`config.mk`:
```
export PLATFORM = sky130hd
export DESIGN_NAME = noc_switch_alloc
export DESIGN_NICKNAME = d
export VERILOG_FILES = /design/src/rtl/noc_pkg.sv /design/src/rtl/rr_arbiter.sv /design/src/rtl/noc_switch_alloc.sv
export SDC_FILE = /design/constraint.sdc
export NUM_CORES = 1
export LEC_CHECK = 0
export ABC_AREA = 1
export BUFFER_PORTS_ARGS = -buffer_cell sky130_fd_sc_hd__buf_2
export CAP_MARGIN = 20
export CELL_PAD_IN_SITES_DETAIL_PLACEMENT = 0
export CELL_PAD_IN_SITES_GLOBAL_PLACEMENT = 1
export CORE_MARGIN = 5
export CORE_UTILIZATION = 42
export CTS_CLUSTER_DIAMETER = 50
export DETAILED_ROUTE_END_ITERATION = 7
export PLACE_DENSITY = 0.87
export SLEW_MARGIN = 20
export SYNTH_ARGS = -nofsm -noshare
export SYNTH_HDL_FRONTEND = slang
export SYNTH_SLANG_ARGS = --single-unit
```
`constraint.sdc`:
```
create_clock -name clk -period 4.4 [get_ports clk]
set_input_delay 0.66 -clock clk [delete_from_list [all_inputs] [get_ports clk]]
set_output_delay 0.66 -clock clk [all_outputs]
set_load 0.05 [all_outputs]
```
`src/rtl/noc_pkg.sv`:
```
// Shared NoC definitions: port count, port codes and the crossbar "no source" select.
package noc_pkg;

    localparam int unsigned NUM_PORTS = 5;
    localparam int unsigned PORT_W    = 3;

    typedef enum logic [PORT_W-1:0] {
        N = 3'd0,
        S = 3'd1,
        E = 3'd2,
        W = 3'd3,
        L = 3'd4
    } port_e;

    localparam logic [PORT_W-1:0] SEL_NONE = 3'b111;

    typedef enum logic {
        OUT_IDLE   = 1'b0,
        OUT_LOCKED = 1'b1
    } out_state_e;

    // Next port code in round-robin order, wrapping L back to N.
    function automatic logic [PORT_W-1:0] port_inc(input logic [PORT_W-1:0] p);
        return (p >= 3'd4) ? 3'd0 : p + 3'd1;
    endfunction

endpackage

```
`src/rtl/rr_arbiter.sv`:
```
// Five-way round-robin arbiter: highest priority at i_ptr, then i_ptr+1 ... mod 5.
module rr_arbiter
    import noc_pkg::*;
(
    input  logic [NUM_PORTS-1:0] i_req,
    input  logic [PORT_W-1:0]    i_ptr,
    output logic [NUM_PORTS-1:0] o_gnt,
    output logic [PORT_W-1:0]    o_gnt_idx,
    output logic                 o_valid
);

    logic [PORT_W-1:0] w_idx;

    always_comb begin
        o_gnt     = '0;
        o_gnt_idx = '0;
        o_valid   = 1'b0;
        w_idx     = i_ptr;
        for (int k = 0; k < NUM_PORTS; k++) begin
            if (!o_valid && i_req[w_idx]) begin
                o_valid   = 1'b1;
                o_gnt_idx = w_idx;
            end
            w_idx = port_inc(w_idx);
        end
        if (o_valid) begin
            o_gnt[o_gnt_idx] = 1'b1;
        end
    end

endmodule

```
`src/rtl/noc_switch_alloc.sv`:
```
// Wormhole switch allocator: one IDLE/LOCKED FSM and round-robin arbiter per output port.
module noc_switch_alloc
    import noc_pkg::*;
(
    input  logic                          clk,
    input  logic                          reset,
    input  logic [NUM_PORTS-1:0]          req_i,
    input  logic [NUM_PORTS*PORT_W-1:0]   dest_i,
    input  logic [NUM_PORTS-1:0]          tail_i,
    input  logic [NUM_PORTS-1:0]          out_ready_i,
    output logic [NUM_PORTS-1:0]          grant_o,
    output logic [NUM_PORTS*PORT_W-1:0]   port_select_o,
    output logic [NUM_PORTS-1:0]          out_valid_o,
    output logic [NUM_PORTS-1:0]          err_o
);

    logic [NUM_PORTS-1:0] w_legal;
    logic [NUM_PORTS-1:0] w_illegal;
    logic [NUM_PORTS-1:0] w_req_to [NUM_PORTS];
    logic [NUM_PORTS-1:0] w_gnt    [NUM_PORTS];
    logic [NUM_PORTS-1:0] r_err;
    logic [PORT_W-1:0]    w_dest;

    // Classify each request and build the per-output requester bitmaps.
    always_comb begin
        w_legal   = '0;
        w_illegal = '0;
        w_dest    = '0;
        for (int o = 0; o < NUM_PORTS; o++) begin
            w_req_to[o] = '0;
        end
        for (int i = 0; i < NUM_PORTS; i++) begin
            w_dest = dest_i[i*PORT_W +: PORT_W];
            if (req_i[i]) begin
                if ((w_dest <= 3'd4) && (w_dest != PORT_W'(i))) begin
                    w_legal[i] = 1'b1;
                end else begin
                    w_illegal[i] = 1'b1;
                end
            end
            for (int o = 0; o < NUM_PORTS; o++) begin
                if (w_legal[i] && (w_dest == PORT_W'(o))) begin
                    w_req_to[o][i] = 1'b1;
                end
            end
        end
    end

    always_ff @(posedge clk) begin
        if (reset) begin
            r_err <= '0;
        end else begin
            r_err <= w_illegal;
        end
    end

    assign err_o = r_err;

    for (genvar o = 0; o < NUM_PORTS; o++) begin : g_out
        out_state_e           r_state;
        out_state_e           w_state_nxt;
        logic [PORT_W-1:0]    r_owner;
        logic [PORT_W-1:0]    w_owner_nxt;
        logic [PORT_W-1:0]    r_ptr;
        logic [PORT_W-1:0]    w_ptr_nxt;
        logic [NUM_PORTS-1:0] w_arb_gnt;
        logic [PORT_W-1:0]    w_arb_idx;
        logic                 w_arb_vld;
        logic                 w_xfer;
        logic [PORT_W-1:0]    w_src;
        logic [NUM_PORTS-1:0] w_gnt_loc;

        rr_arbiter u_arb (
            .i_req     (w_req_to[o]),
            .i_ptr     (r_ptr),
            .o_gnt     (w_arb_gnt),
            .o_gnt_idx (w_arb_idx),
            .o_valid   (w_arb_vld)
        );

        always_ff @(posedge clk) begin
            if (reset) begin
                r_state <= OUT_IDLE;
                r_owner <= '0;
                r_ptr   <= '0;
            end else begin
                r_state <= w_state_nxt;
                r_owner <= w_owner_nxt;
                r_ptr   <= w_ptr_nxt;
            end
        end

        // A locked output ignores everyone but its owner until the owner sends its tail.
        always_comb begin
            w_state_nxt = r_state;
            w_owner_nxt = r_owner;
            w_ptr_nxt   = r_ptr;
            w_xfer      = 1'b0;
            w_src       = r_owner;
            w_gnt_loc   = '0;
            case (r_state)
                OUT_IDLE: begin
                    if (w_arb_vld && out_ready_i[o]) begin
                        w_xfer    = 1'b1;
                        w_src     = w_arb_idx;
                        w_gnt_loc = w_arb_gnt;
                        if (tail_i[w_arb_idx]) begin
                            w_ptr_nxt = port_inc(w_arb_idx);
                        end else begin
                            w_state_nxt = OUT_LOCKED;
                            w_owner_nxt = w_arb_idx;
                        end
                    end
                end
                OUT_LOCKED: begin
                    if (w_req_to[o][r_owner] && out_ready_i[o]) begin
                        w_xfer             = 1'b1;
                        w_gnt_loc[r_owner] = 1'b1;
                        if (tail_i[r_owner]) begin
                            w_state_nxt = OUT_IDLE;
                            w_ptr_nxt   = port_inc(r_owner);
                        end
                    end
                end
                default: begin
                    w_state_nxt = OUT_IDLE;
                end
            endcase
            if (reset) begin
                w_xfer    = 1'b0;
                w_gnt_loc = '0;
            end
        end

        assign w_gnt[o]                        = w_gnt_loc;
        assign out_valid_o[o]                  = w_xfer;
        assign port_select_o[o*PORT_W +: PORT_W] = w_xfer ? w_src : SEL_NONE;
    end

    always_comb begin
        grant_o = '0;
        for (int o = 0; o < NUM_PORTS; o++) begin
            grant_o = grant_o | w_gnt[o];
        end
    end

endmodule

```
==> impl_metrics.env, run 1 <==
export IMPL_status="complete, no violations"
export IMPL_grtUsageMet2=0.354
export IMPL_fin_crit_sh=0.967
export IMPL_hold_buffers=0
export IMPL_cts_buffers=5
export IMPL_grt_pass1_vias=6978
export IMPL_synth_edf_count=0
export IMPL_fin_area_sq_um=8170
export IMPL_setup_viol=0
export IMPL_hpwl_mm=17.2
export IMPL_wirelength_mm=22.3
export IMPL_drtIter0Drc=669
export IMPL_start_util=0.426
export IMPL_rows=46
export IMPL_syn_nets=1262
export IMPL_grt_use_met3=0.0389
export IMPL_synth_cell_type_count=53
export IMPL_maxSlewHeadroom=0.371
export IMPL_synth_ff_type="dfxtp_1"
export IMPL_stdcell_count=1507
export IMPL_die_area_sq_um=18600
export IMPL_crit_chain="ha_1 > nand2_2 > inv_1 > nand2_2 > inv_1 > ha_1 > inv_1 > nand2_1 > inv_1 > ha_4 > nand3_1 > o21ai_1 > nor3_2 > nand3_2 > nor2_1 > inv_1 > nand2_4 > nor2_1 > nand3_1 > nand4_1 > nor2_2 > nor2_2 > buf_6"
export IMPL_grt_max_degree=26
export IMPL_clk_latency_ns=0.30
export IMPL_clock_root_buffer="clkbuf_16"
export IMPL_viasPerCell=5.37
export IMPL_antennaDiodeCount=0
export IMPL_ant_nets=0
export IMPL_syn_to_final_growth_pct=21.5
export IMPL_cts_clk_slew_worst_paths_ns=0.06
export IMPL_synth_area_leaders="nand2_1, dfxtp_1, nand3_1"
export IMPL_cp_arrival_ns=3.59
export IMPL_cp_max_fo=6
export IMPL_drc=0
export IMPL_async_flop_share=0
export IMPL_min_path_cells=2
export IMPL_ys_seq_area_frac=0.119
export IMPL_drtPass1Iterations=7
export IMPL_cp_end_kind="output port"
export IMPL_drv_slew=0
export IMPL_yosysTopAreaCellShare=0.165
export IMPL_ys_ff_latch=40
export IMPL_hold_slack_ns=0.506
export IMPL_synth_top_area_cell="nand2_1"
export IMPL_core_area_sq_um=15800
export IMPL_synth_most_common_cell="nand2_1"
export IMPL_crit_slowest_cell="dfxtp_2"
export IMPL_fin_skew_ns=0.000807
export IMPL_worst_slack_ns=0.146
export IMPL_nNetsFinal=1361
export IMPL_reg2reg_setup_slack_ns=0.92
export IMPL_grt_total_usage=0.230
export IMPL_htreeDepth=2
export IMPL_min_delay_start="g_out[2].r_owner[1]"
export IMPL_cts_tree="yes"
export IMPL_yosys_warnings=0
export IMPL_reg2reg_depth=25
export IMPL_worstSetupPathType="register to output port"
export IMPL_grt_ovfl_total=0
export IMPL_grt_pass1_wl_mm=34.5
export IMPL_worstPathRequired_ns=3.74
export IMPL_synthesis_instances=1192
export IMPL_timing_max_cap_violations=0
export IMPL_clock_fmax_mhz=235
export IMPL_wl_per_cell_um=14.8
export IMPL_hold_path_class="register to register"
export IMPL_rr_endpoint="g_out[0].r_ptr[2]"
export IMPL_cp_top_family="simple AND/OR/NAND/NOR gates"
export IMPL_clock_path_buffers=2
export IMPL_antenna_found_initial=0
export IMPL_rsz0062_at_grt="yes"
export IMPL_place_ws_ns=0.0970
export IMPL_min_to="g_out[2].r_owner[1]"
export IMPL_timing_rr_start="g_out[0].r_ptr[1]"
export IMPL_portBuffers=61
export IMPL_die_width_um=136
export IMPL_path_common_cell="inv_1"
export IMPL_routed_via_count=8100
export IMPL_ios=62
export IMPL_min_period_ns=4.25
export IMPL_die_h_um=136
export IMPL_avgSynthCellArea_sq_um=5.64
export IMPL_ys_top_cells_by_count="nand2_1, inv_1, nand3_1, nor2_1, a21oi_1"
export IMPL_grt_util_met1=0.325
export IMPL_dp_cells=1473
export IMPL_worst_slew_pin_slew_ns=0.931
export IMPL_busiest_layer="met2"
export IMPL_drive_above_1_share=0.259
export IMPL_dpl_instance_area_sq_um=7360
export IMPL_path_buf_inv=6
export IMPL_clock_sinks=40
export IMPL_worst_setup_path_start_kind="register"
export IMPL_cpPeakStageDelay_ns=0.34
export IMPL_synth_area_sq_um=6720
export IMPL_final_hold_violation_count=0
export IMPL_place_congestion=0.924
export IMPL_nFillCells=1693
==> cell families after synthesis <==
kind of cell | share of synthesized area
AND/OR/NAND/NOR | 0.543
buffers and inverters | 0.121
AO/OA/AOI/OAI | 0.145
flip-flops | 0.119
adder cells (fa/ha/maj) | 0.0708
other | 0.000558
==> how the worst max path moves through the flow <==
stage	startpoint	to	slack [ns]	cells after the start
global placement	dest_i[1]	grant_o[3]	0.1	23
CTS	g_out[0].r_ptr[0]	port_select_o[0]	0.003	22
finish	g_out[2].r_ptr[0]	grant_o[0]	0.15	23
floorplan	g_out[0].r_ptr[0]	grant_o[1]	0.06	22
global route	g_out[2].r_ptr[0]	grant_o[0]	-0.05	24
detailed placement	dest_i[1]	grant_o[3]	0.1	23
==> stage by stage <==
step | util | TNS [ns]
2_1_floorplan | - | 0
3_3_place_gp | 0.467 | 0
3_5_place_dp | 0.467 | 0
4_1_cts | 0.483 | 0
5_1_grt | 0.518 | -0.164
6_report | 0.518 | 0
==> what timing repair did <==
item / in CTS / in global routing
resized for setup: 37 / 81
hold endpoints to repair: 0 / 0
gates cloned: 0 / 0
endpoints found under the setup margin: 17 / 22
buffers inserted: 1 / 26
pin swaps: 7 / 55
==> per-layer routing <==
layer,vias to the layer above,wire length (um),part of all wire
met1,3631,10600,0.47
met2,286,9630,0.43
met5,-,0,0
met3,38,1520,0.068
li1,4145,-,-
met4,0,561,0.025
==> placed cells by master, fill, tap and decap left out, types with 3 or more instances in the layout <==
cell	instances
nor2_2	23
dfxtp_4	3
nand2_1	276
nand4_1	37
nor2_1	107
ha_4	11
nand2_4	15
clkbuf_16	5
o21ai_0	25
nand3_1	143
a21oi_2	5
a21oi_4	3
o22ai_1	5
inv_1	141
ha_1	27
nand2_2	48
o31ai_1	5
buf_2	49
nor2_4	18
o211ai_1	12
buf_4	52
nand3b_1	11
a31oi_1	5
nor3_2	4
a311oi_1	3
a21oi_1	53
inv_2	48
nand3_2	24
buf_6	8
dfxtp_1	36
o21ai_1	25
nor3_1	22
nand3_4	4
==> state kept, by name, indices dropped and copies added (netlist names) <==
signal         flops
g_out.r_ptr       15
g_out.r_owner     15
err_o              5
g_out.r_state      5
==> cell type report <==
cell class | instances | area (sq um) | share of cell area
multi-input cells | 942 | 5490 | 0.673
clock inverters | 1 | 5.00 | 0.000613
clock buffers | 6 | 129 | 0.0158
well taps | 216 | 270 | 0.0331
flip-flops and latches | 40 | 813 | 0.0996
repair buffers | 110 | 733 | 0.0898
inverters | 192 | 723 | 0.0886
==> worst register-to-register path, stage by stage (launching register included) <==
cell      delay, ns
dfxtp_1        0.32
ha_1           0.28
nand2_2        0.06
inv_1          0.13
ha_4           0.22
nand2_2        0.09
inv_1          0.06
ha_1           0.29
nand2_2        0.09
inv_2          0.06
ha_4           0.27
nand2_2        0.07
inv_2          0.07
nand3_1        0.07
nand3b_1       0.10
nand2_2        0.10
nand4_1        0.17
nand3_4        0.16
ha_1           0.24
ha_1           0.18
nand2_1        0.06
nand2_1        0.06
inv_1          0.05
nand3_1        0.07
nand2_1        0.09
nor2_1         0.04
Power of run 1 is left out: the tool's default activity adds up to more than one toggle a clock period on the data nets, which glitch-free logic cannot reach.
==> run 2, diff against run 1 <==
--- a/config.mk
+++ b/config.mk
@@ -5,16 +5,15 @@
 export SDC_FILE = /design/constraint.sdc
 export NUM_CORES = 1
 export LEC_CHECK = 0
-export ABC_AREA = 1
 export BUFFER_PORTS_ARGS = -buffer_cell sky130_fd_sc_hd__buf_2
 export CAP_MARGIN = 20
 export CELL_PAD_IN_SITES_DETAIL_PLACEMENT = 0
 export CELL_PAD_IN_SITES_GLOBAL_PLACEMENT = 1
 export CORE_MARGIN = 5
-export CORE_UTILIZATION = 42
+export CORE_UTILIZATION = 45
 export CTS_CLUSTER_DIAMETER = 50
 export DETAILED_ROUTE_END_ITERATION = 7
-export PLACE_DENSITY = 0.87
+export PLACE_DENSITY = 0.88
 export SLEW_MARGIN = 20
 export SYNTH_ARGS = -nofsm -noshare
 export SYNTH_HDL_FRONTEND = slang
==> run 2 against run 1 <==
  * The flow now finishes with violations (negative setup slack)
  * Synthesized area decreased by 2.3%
  * Highest routed layer unchanged
  * Die area decreased by 8.2%
  * Worst hold slack improved by 0.018 ns
==> impl_metrics.env, run 2 <==
export IMPL_hpwl_mm=18.7
export IMPL_reg2reg_setup_slack_ns=0.13
export IMPL_timing_max_cap_violations=0
export IMPL_viasPerCell=6.36
export IMPL_fin_crit_sh=1.09
export IMPL_setup_viol=9
export IMPL_synthesis_instances=928
export IMPL_cp_endpoint="grant_o[2]"
export IMPL_fin_setup_tns_ns=-2.40
export IMPL_grt_max_degree=26
export IMPL_min_period_ns=4.79
export IMPL_powerDensity_nw_per_um2=908
export IMPL_synth_ff_type="dfxtp_1"
export IMPL_final_hold_violation_count=0
export IMPL_cts_buffers=5
export IMPL_hold_path_class="register to register"
export IMPL_grt_pass1_wl_mm=40.1
export IMPL_stdcell_count=1369
export IMPL_clk_latency_ns=0.31
export IMPL_async_flop_share=0
export IMPL_synth_area_leaders="dfxtp_1, ha_1, nor2_1"
export IMPL_ios=62
export IMPL_place_ws_ns=-0.214
export IMPL_synth_cell_type_count=98
export IMPL_cp_max_fo=3
export IMPL_worstPathRequired_ns=3.74
export IMPL_drtPass1Iterations=6
export IMPL_fin_skew_ns=0.00639
export IMPL_routed_via_count=8702
export IMPL_crit_start="g_out[0].r_ptr[1]"
export IMPL_die_h_um=131
export IMPL_synth_most_common_cell="nor2_1"
export IMPL_violations="negative setup slack"
export IMPL_rsz0062_at_grt="yes"
export IMPL_drc=0
export IMPL_hold_slack_ns=0.524
export IMPL_drtIter0Drc=935
export IMPL_grt_ovfl_total=0
export IMPL_maxSlewHeadroom=0.464
export IMPL_clock_path_buffers=2
export IMPL_cp_end_kind="output port"
export IMPL_antennaDiodeCount=0
export IMPL_fin_area_sq_um=10000
export IMPL_dpl_instance_area_sq_um=8590
export IMPL_ant_nets=0
export IMPL_syn_to_final_growth_pct=52.6
export IMPL_drt_met1_wl_mm=10.8
export IMPL_dr_max_layer_used="met4"
export IMPL_timing_rr_start="g_out[0].r_ptr[1]"
export IMPL_clock_root_buffer="clkbuf_16"
export IMPL_start_util=0.455
export IMPL_leakage_nw=4.13
export IMPL_met2WireLength_mm=12.3
export IMPL_yosys_warnings=0
export IMPL_core_area_sq_um=14400
export IMPL_wl_met3_mm=2.07
export IMPL_yosysTopAreaCellShare=0.122
export IMPL_portBuffers=61
export IMPL_worstSetupPathType="register to output port"
export IMPL_avgSynthCellArea_sq_um=7.07
export IMPL_clock_fmax_mhz=209
export IMPL_rr_endpoint="g_out[0].r_ptr[2]"
export IMPL_synth_area_sq_um=6570
export IMPL_antenna_found_initial=0
export IMPL_cts_tree="yes"
export IMPL_nFillCells=1170
export IMPL_clock_sinks=40
export IMPL_final_common_cell="buf_4"
export IMPL_cp_arrival_ns=4.13
export IMPL_die_width_um=131
export IMPL_wirelength_mm=26.4
export IMPL_wl_per_cell_um=19.3
export IMPL_cts_clk_slew_worst_paths_ns=0.07
export IMPL_grt_total_usage=0.290
export IMPL_ir_drop_uv=613
export IMPL_rows=44
export IMPL_synth_top_area_cell="dfxtp_1"
export IMPL_dp_cells=1325
export IMPL_drv_slew=0
export IMPL_worst_slew_pin_slew_ns=0.803
export IMPL_status="finished, violations left"
export IMPL_htreeDepth=2
export IMPL_die_area_sq_um=17100
export IMPL_ys_ff_latch=40
export IMPL_synth_edf_count=0
export IMPL_reg2reg_depth=26
export IMPL_place_congestion=0.991
export IMPL_worst_slack_ns=-0.385
export IMPL_reg_top3="g_out.r_owner (15), g_out.r_ptr (15)"
export IMPL_nNetsFinal=1254
export IMPL_most_common_layout_cells="buf_4, nand2_1, nor2_1"
export IMPL_worst_setup_path_start_kind="register"
export IMPL_grt_pass1_vias=8060
export IMPL_syn_nets=998
export IMPL_ys_top_cells_by_count="nor2_1, nand2_1, inv_1, a21oi_1"
export IMPL_ys_seq_area_frac=0.122
export IMPL_drive_above_1_share=0.414
run 2: cell types whose count changed in the layout (fill, tap and decap cells not counted), moves of 28 or more:
cell / previous run / this run
buf_4: 52 / 229
nand2_2: 48 / 8
nand2_1: 276 / 72
inv_1: 141 / 44
nor2_1: 107 / 67
inv_2: 48 / 5
nand3_1: 143 / 28
nand4_1: 37 / 9
run 2: per-stage QoR:
step	utilization	power [mW]
finish	0.695	9.10
global placement	0.596	6.61
floorplan	-	4.40
CTS	0.647	7.89
global route	0.695	9.69
detailed placement	0.596	6.70
run 2: cell type report:
cell class                      count  area, sq um  share of cell area
Multi-Input combinational cell    784         6300               0.629
Timing Repair Buffer              302         2310               0.231
Sequential cell                    40          816              0.0814
Tap cell                          184          230              0.0230
Inverter                           51          196              0.0196
Clock buffer                        6          150              0.0150
Clock inverter                      2         12.5             0.00125
run 2: cell families (layout without fill, tap and decap cells):
| kind of cell | count (synthesis) | count (layout) | share of synthesized area |
|---|---|---|---|
| AND/OR/NAND/NOR | 406 | 406 | 0.338 |
| AO/OA/AOI/OAI | 299 | 299 | 0.338 |
| buffers and inverters | 104 | 361 | 0.0633 |
| XOR/XNOR | 2 | 2 | 0.00267 |
| multiplexers | 37 | 37 | 0.0617 |
| other | 1 | 1 | 0.000571 |
| adder cells (fa/ha/maj) | 39 | 39 | 0.0739 |
| flip-flops | 40 | 40 | 0.122 |
run 2: worst min path at each step:
stage | start | to | depth (start not counted)
detailed placement | g_out[0].r_state | g_out[0].r_state | 2
global placement | g_out[0].r_state | g_out[0].r_state | 2
finish | g_out[0].r_state | g_out[0].r_state | 2
global route | g_out[0].r_state | g_out[0].r_state | 2
CTS | g_out[0].r_state | g_out[0].r_state | 2
floorplan | g_out[0].r_state | g_out[0].r_state | 2
run 2: critical path: stages, from the launching register on:
cell and delay (ns):
dfxtp_4 0.35, ha_4 0.26, nor2b_4 0.17, ha_4 0.22
nand2_4 0.06, inv_4 0.04, ha_4 0.27, inv_4 0.04
a21oi_4 0.16, ha_4 0.19, nor2_4 0.03, mux2_4 0.28
o32ai_4 0.31, buf_6 0.15, nand2_2 0.04, o211ai_1 0.28
buf_4 0.22, nor3_4 0.04, a311oi_1 0.24, buf_4 0.16
a31oi_4 0.09, buf_6 0.19
run 2: report_power, final:
| group | internal [mW] | switching, mW |
|---|---|---|
| clock network | 0.245 | 0.199 |
| registers | 0.437 | 0.124 |
| logic | 3.91 | 4.18 |
| total | 4.59 | 4.51 |
run 2: layer usage:
| metal | vias up | global-route usage |
|---|---|---|
| met1 | 4103 | 0.380 |
| met4 | 0 | 0.128 |
| met5 | - | 0 |
| li1 | 4078 | - |
| met2 | 433 | 0.470 |
| met3 | 88 | 0.0451 |
run 2: timing repair:
action                     in CTS  in global routing
setup endpoints to repair      25                 28
buffers inserted               18                 19
gates resized for setup       104                120
pin swaps                      37                 57
hold buffers                    0                  0
Note: power is estimated with default switching activity, not from simulation.
==> run 3, diff against run 2 <==
--- a/config.mk
+++ b/config.mk
@@ -9,6 +9,7 @@
 export CAP_MARGIN = 20
 export CELL_PAD_IN_SITES_DETAIL_PLACEMENT = 0
 export CELL_PAD_IN_SITES_GLOBAL_PLACEMENT = 1
+export CORE_ASPECT_RATIO = 1.75
 export CORE_MARGIN = 5
 export CORE_UTILIZATION = 45
 export CTS_CLUSTER_DIAMETER = 50
==> run 3 against run 2 <==
  * The run still ends with negative setup slack left
  * Routed wire length rose by 2.5%
  * Combinational power down 2%
  * Sequential power hardly changed
  * Core utilization increased by 0.075 points
==> impl_metrics.env, run 3 (synthesis gave the netlist of run 2 again) <==
export IMPL_hold_slack_ns=0.520
export IMPL_timing_max_cap_violations=0
export IMPL_rows=58
export IMPL_most_common_layout_cells="buf_4, nand2_1, nor2_1"
export IMPL_cp_end_kind="output port"
export IMPL_rsz0062_at_grt="yes"
export IMPL_die_area_sq_um=17200
export IMPL_syn_to_final_growth_pct=52.2
export IMPL_stdcell_count=1375
export IMPL_fin_skew_ns=0.00220
export IMPL_leakage_nw=4.18
export IMPL_cp_max_fo=4
export IMPL_grt_max_degree=31
export IMPL_powerDensity_nw_per_um2=900
export IMPL_reg_top3="g_out.r_owner (15), g_out.r_ptr (15)"
export IMPL_nFillCells=1154
export IMPL_die_width_um=101
export IMPL_final_common_cell="buf_4"
export IMPL_drtIter0Drc=804
export IMPL_worst_setup_path_start_kind="register"
export IMPL_path_buf_inv=4
export IMPL_drive_above_1_share=0.407
export IMPL_maxSlewHeadroom=0.461
export IMPL_clock_fmax_mhz=213
export IMPL_wl_per_cell_um=19.7
export IMPL_drc=0
export IMPL_clock_path_buffers=2
export IMPL_grt_total_usage=0.298
export IMPL_start_util=0.457
export IMPL_drv_slew=0
export IMPL_fin_util=0.695
export IMPL_p_total_mw=9.00
export IMPL_grt_pass1_wl_mm=41.5
export IMPL_cpPeakStageDelay_ns=0.35
export IMPL_path_common_cell="ha_4"
export IMPL_cp_arrival_ns=4.03
export IMPL_clock_root_buffer="clkbuf_16"
export IMPL_min_path_cells=2
export IMPL_clk_latency_ns=0.30
export IMPL_hold_buffers=0
export IMPL_hold_path_class="register to register"
export IMPL_min_to="g_out[0].r_state"
export IMPL_rr_endpoint="g_out[3].r_owner[2]"
export IMPL_min_delay_start="g_out[0].r_state"
export IMPL_timing_rr_start="g_out[3].r_ptr[0]"
export IMPL_portBuffers=61
export IMPL_crit_chain="ha_4 > nor2b_4 > ha_4 > nand2_4 > inv_4 > ha_4 > inv_2 > a21oi_2 > ha_2 > nor2_2 > mux2_4 > o32ai_4 > nand2b_4 > a21o_1 > a32o_2 > inv_2 > nor4_4 > a211oi_2 > a21oi_4 > buf_6"
export IMPL_reg2reg_setup_slack_ns=0.27
export IMPL_worst_slack_ns=-0.291
export IMPL_antenna_found_initial=1
export IMPL_fin_crit_sh=1.07
export IMPL_place_congestion=1.00
export IMPL_worst_slew_pin_slew_ns=0.807
export IMPL_ant_nets=0
export IMPL_cts_buffers=5
export IMPL_htreeDepth=2
export IMPL_status="finished, violations left"
export IMPL_clock_sinks=40
export IMPL_routed_via_count=8866
export IMPL_cp_top_family="compound AO/OA/AOI/OAI gates"
export IMPL_die_h_um=170
export IMPL_viasPerCell=6.45
export IMPL_violations="negative setup slack"
export IMPL_final_hold_violation_count=0
export IMPL_reg2reg_depth=18
export IMPL_cts_tree="yes"
export IMPL_min_period_ns=4.69
export IMPL_crit_slowest_cell="dfxtp_4"
export IMPL_worstSetupPathType="register to output port"
export IMPL_wirelength_mm=27.0
export IMPL_core_area_sq_um=14400
export IMPL_drtPass1Iterations=6
export IMPL_fin_setup_tns_ns=-1.85
export IMPL_ir_drop_uv=719
export IMPL_dp_cells=1334
export IMPL_cts_clk_slew_worst_paths_ns=0.07
export IMPL_worstPathRequired_ns=3.74
export IMPL_setup_viol=14
export IMPL_antennaDiodeCount=0
export IMPL_grt_pass1_vias=8670
export IMPL_ios=62
export IMPL_grt_ovfl_total=0
export IMPL_hpwl_mm=20.0
export IMPL_nNetsFinal=1264
## run 3: what timing repair did
| item | 4_1_cts | 5_1_grt |
|---|---|---|
| setup buffers | 19 | 17 |
| gates resized for setup | 108 | 101 |
| endpoints found under the setup margin | 24 | 29 |
| gates cloned | 0 | 0 |
| pin swaps | 45 | 28 |
## run 3: worst max path at each step
| stage | startpoint | to | slack, ns | cells past startpoint |
|---|---|---|---|---|
| floorplan | g_out[3].r_ptr[2] | port_select_o[9] | -0.30 | 15 |
| finish | g_out[0].r_ptr[1] | grant_o[0] | -0.29 | 20 |
| global placement | dest_i[9] | grant_o[1] | -0.19 | 13 |
| CTS | g_out[0].r_ptr[1] | grant_o[1] | -0.24 | 21 |
| global route | g_out[0].r_ptr[1] | grant_o[1] | -0.46 | 21 |
| detailed placement | g_out[4].r_ptr[0] | grant_o[0] | -0.27 | 16 |
## run 3: layout make-up
type                    instances  area [sq um]  share of cell area
flip-flops and latches         40           821              0.0821
clock inverters                 1          30.0             0.00300
multi-input cells             784          6200               0.620
repair buffers                312          2370               0.237
inverters                      51           199              0.0199
well taps                     180           225              0.0225
clock buffers                   7           153              0.0153
## run 3: worst register-to-register path: stages, from the launching register on
cell,delay [ns]
dfxtp_2,0.34
ha_4,0.23
nor2b_1,0.13
ha_1,0.30
and2_4,0.15
ha_4,0.26
buf_4,0.10
nand2b_1,0.09
o22ai_1,0.08
a32o_1,0.25
buf_4,0.16
and4_1,0.20
o21a_1,0.18
or2_2,0.33
buf_4,0.16
a221o_1,0.38
o21ai_1,0.34
mux2i_1,0.23
nor2_1,0.05
## run 3: metal layers
metal	share of wire	GRT usage
met5	0.00041	0
met4	0.075	0.220
met3	0.056	0.0383
met2	0.52	0.542
met1	0.35	0.301
## run 3: where the power goes
part           internal [mW]  switching, mW
logic                   3.82           4.14
clock network          0.300          0.185
registers              0.438          0.123
total                   4.55           4.44
## run 3: stage by stage
stage	setup slack [ns]	instance area (sq um)
floorplan	-0.295	6740
global placement	-0.188	8680
detailed placement	-0.269	8680
CTS	-0.241	9440
global route	-0.462	9990
finish	-0.291	9990
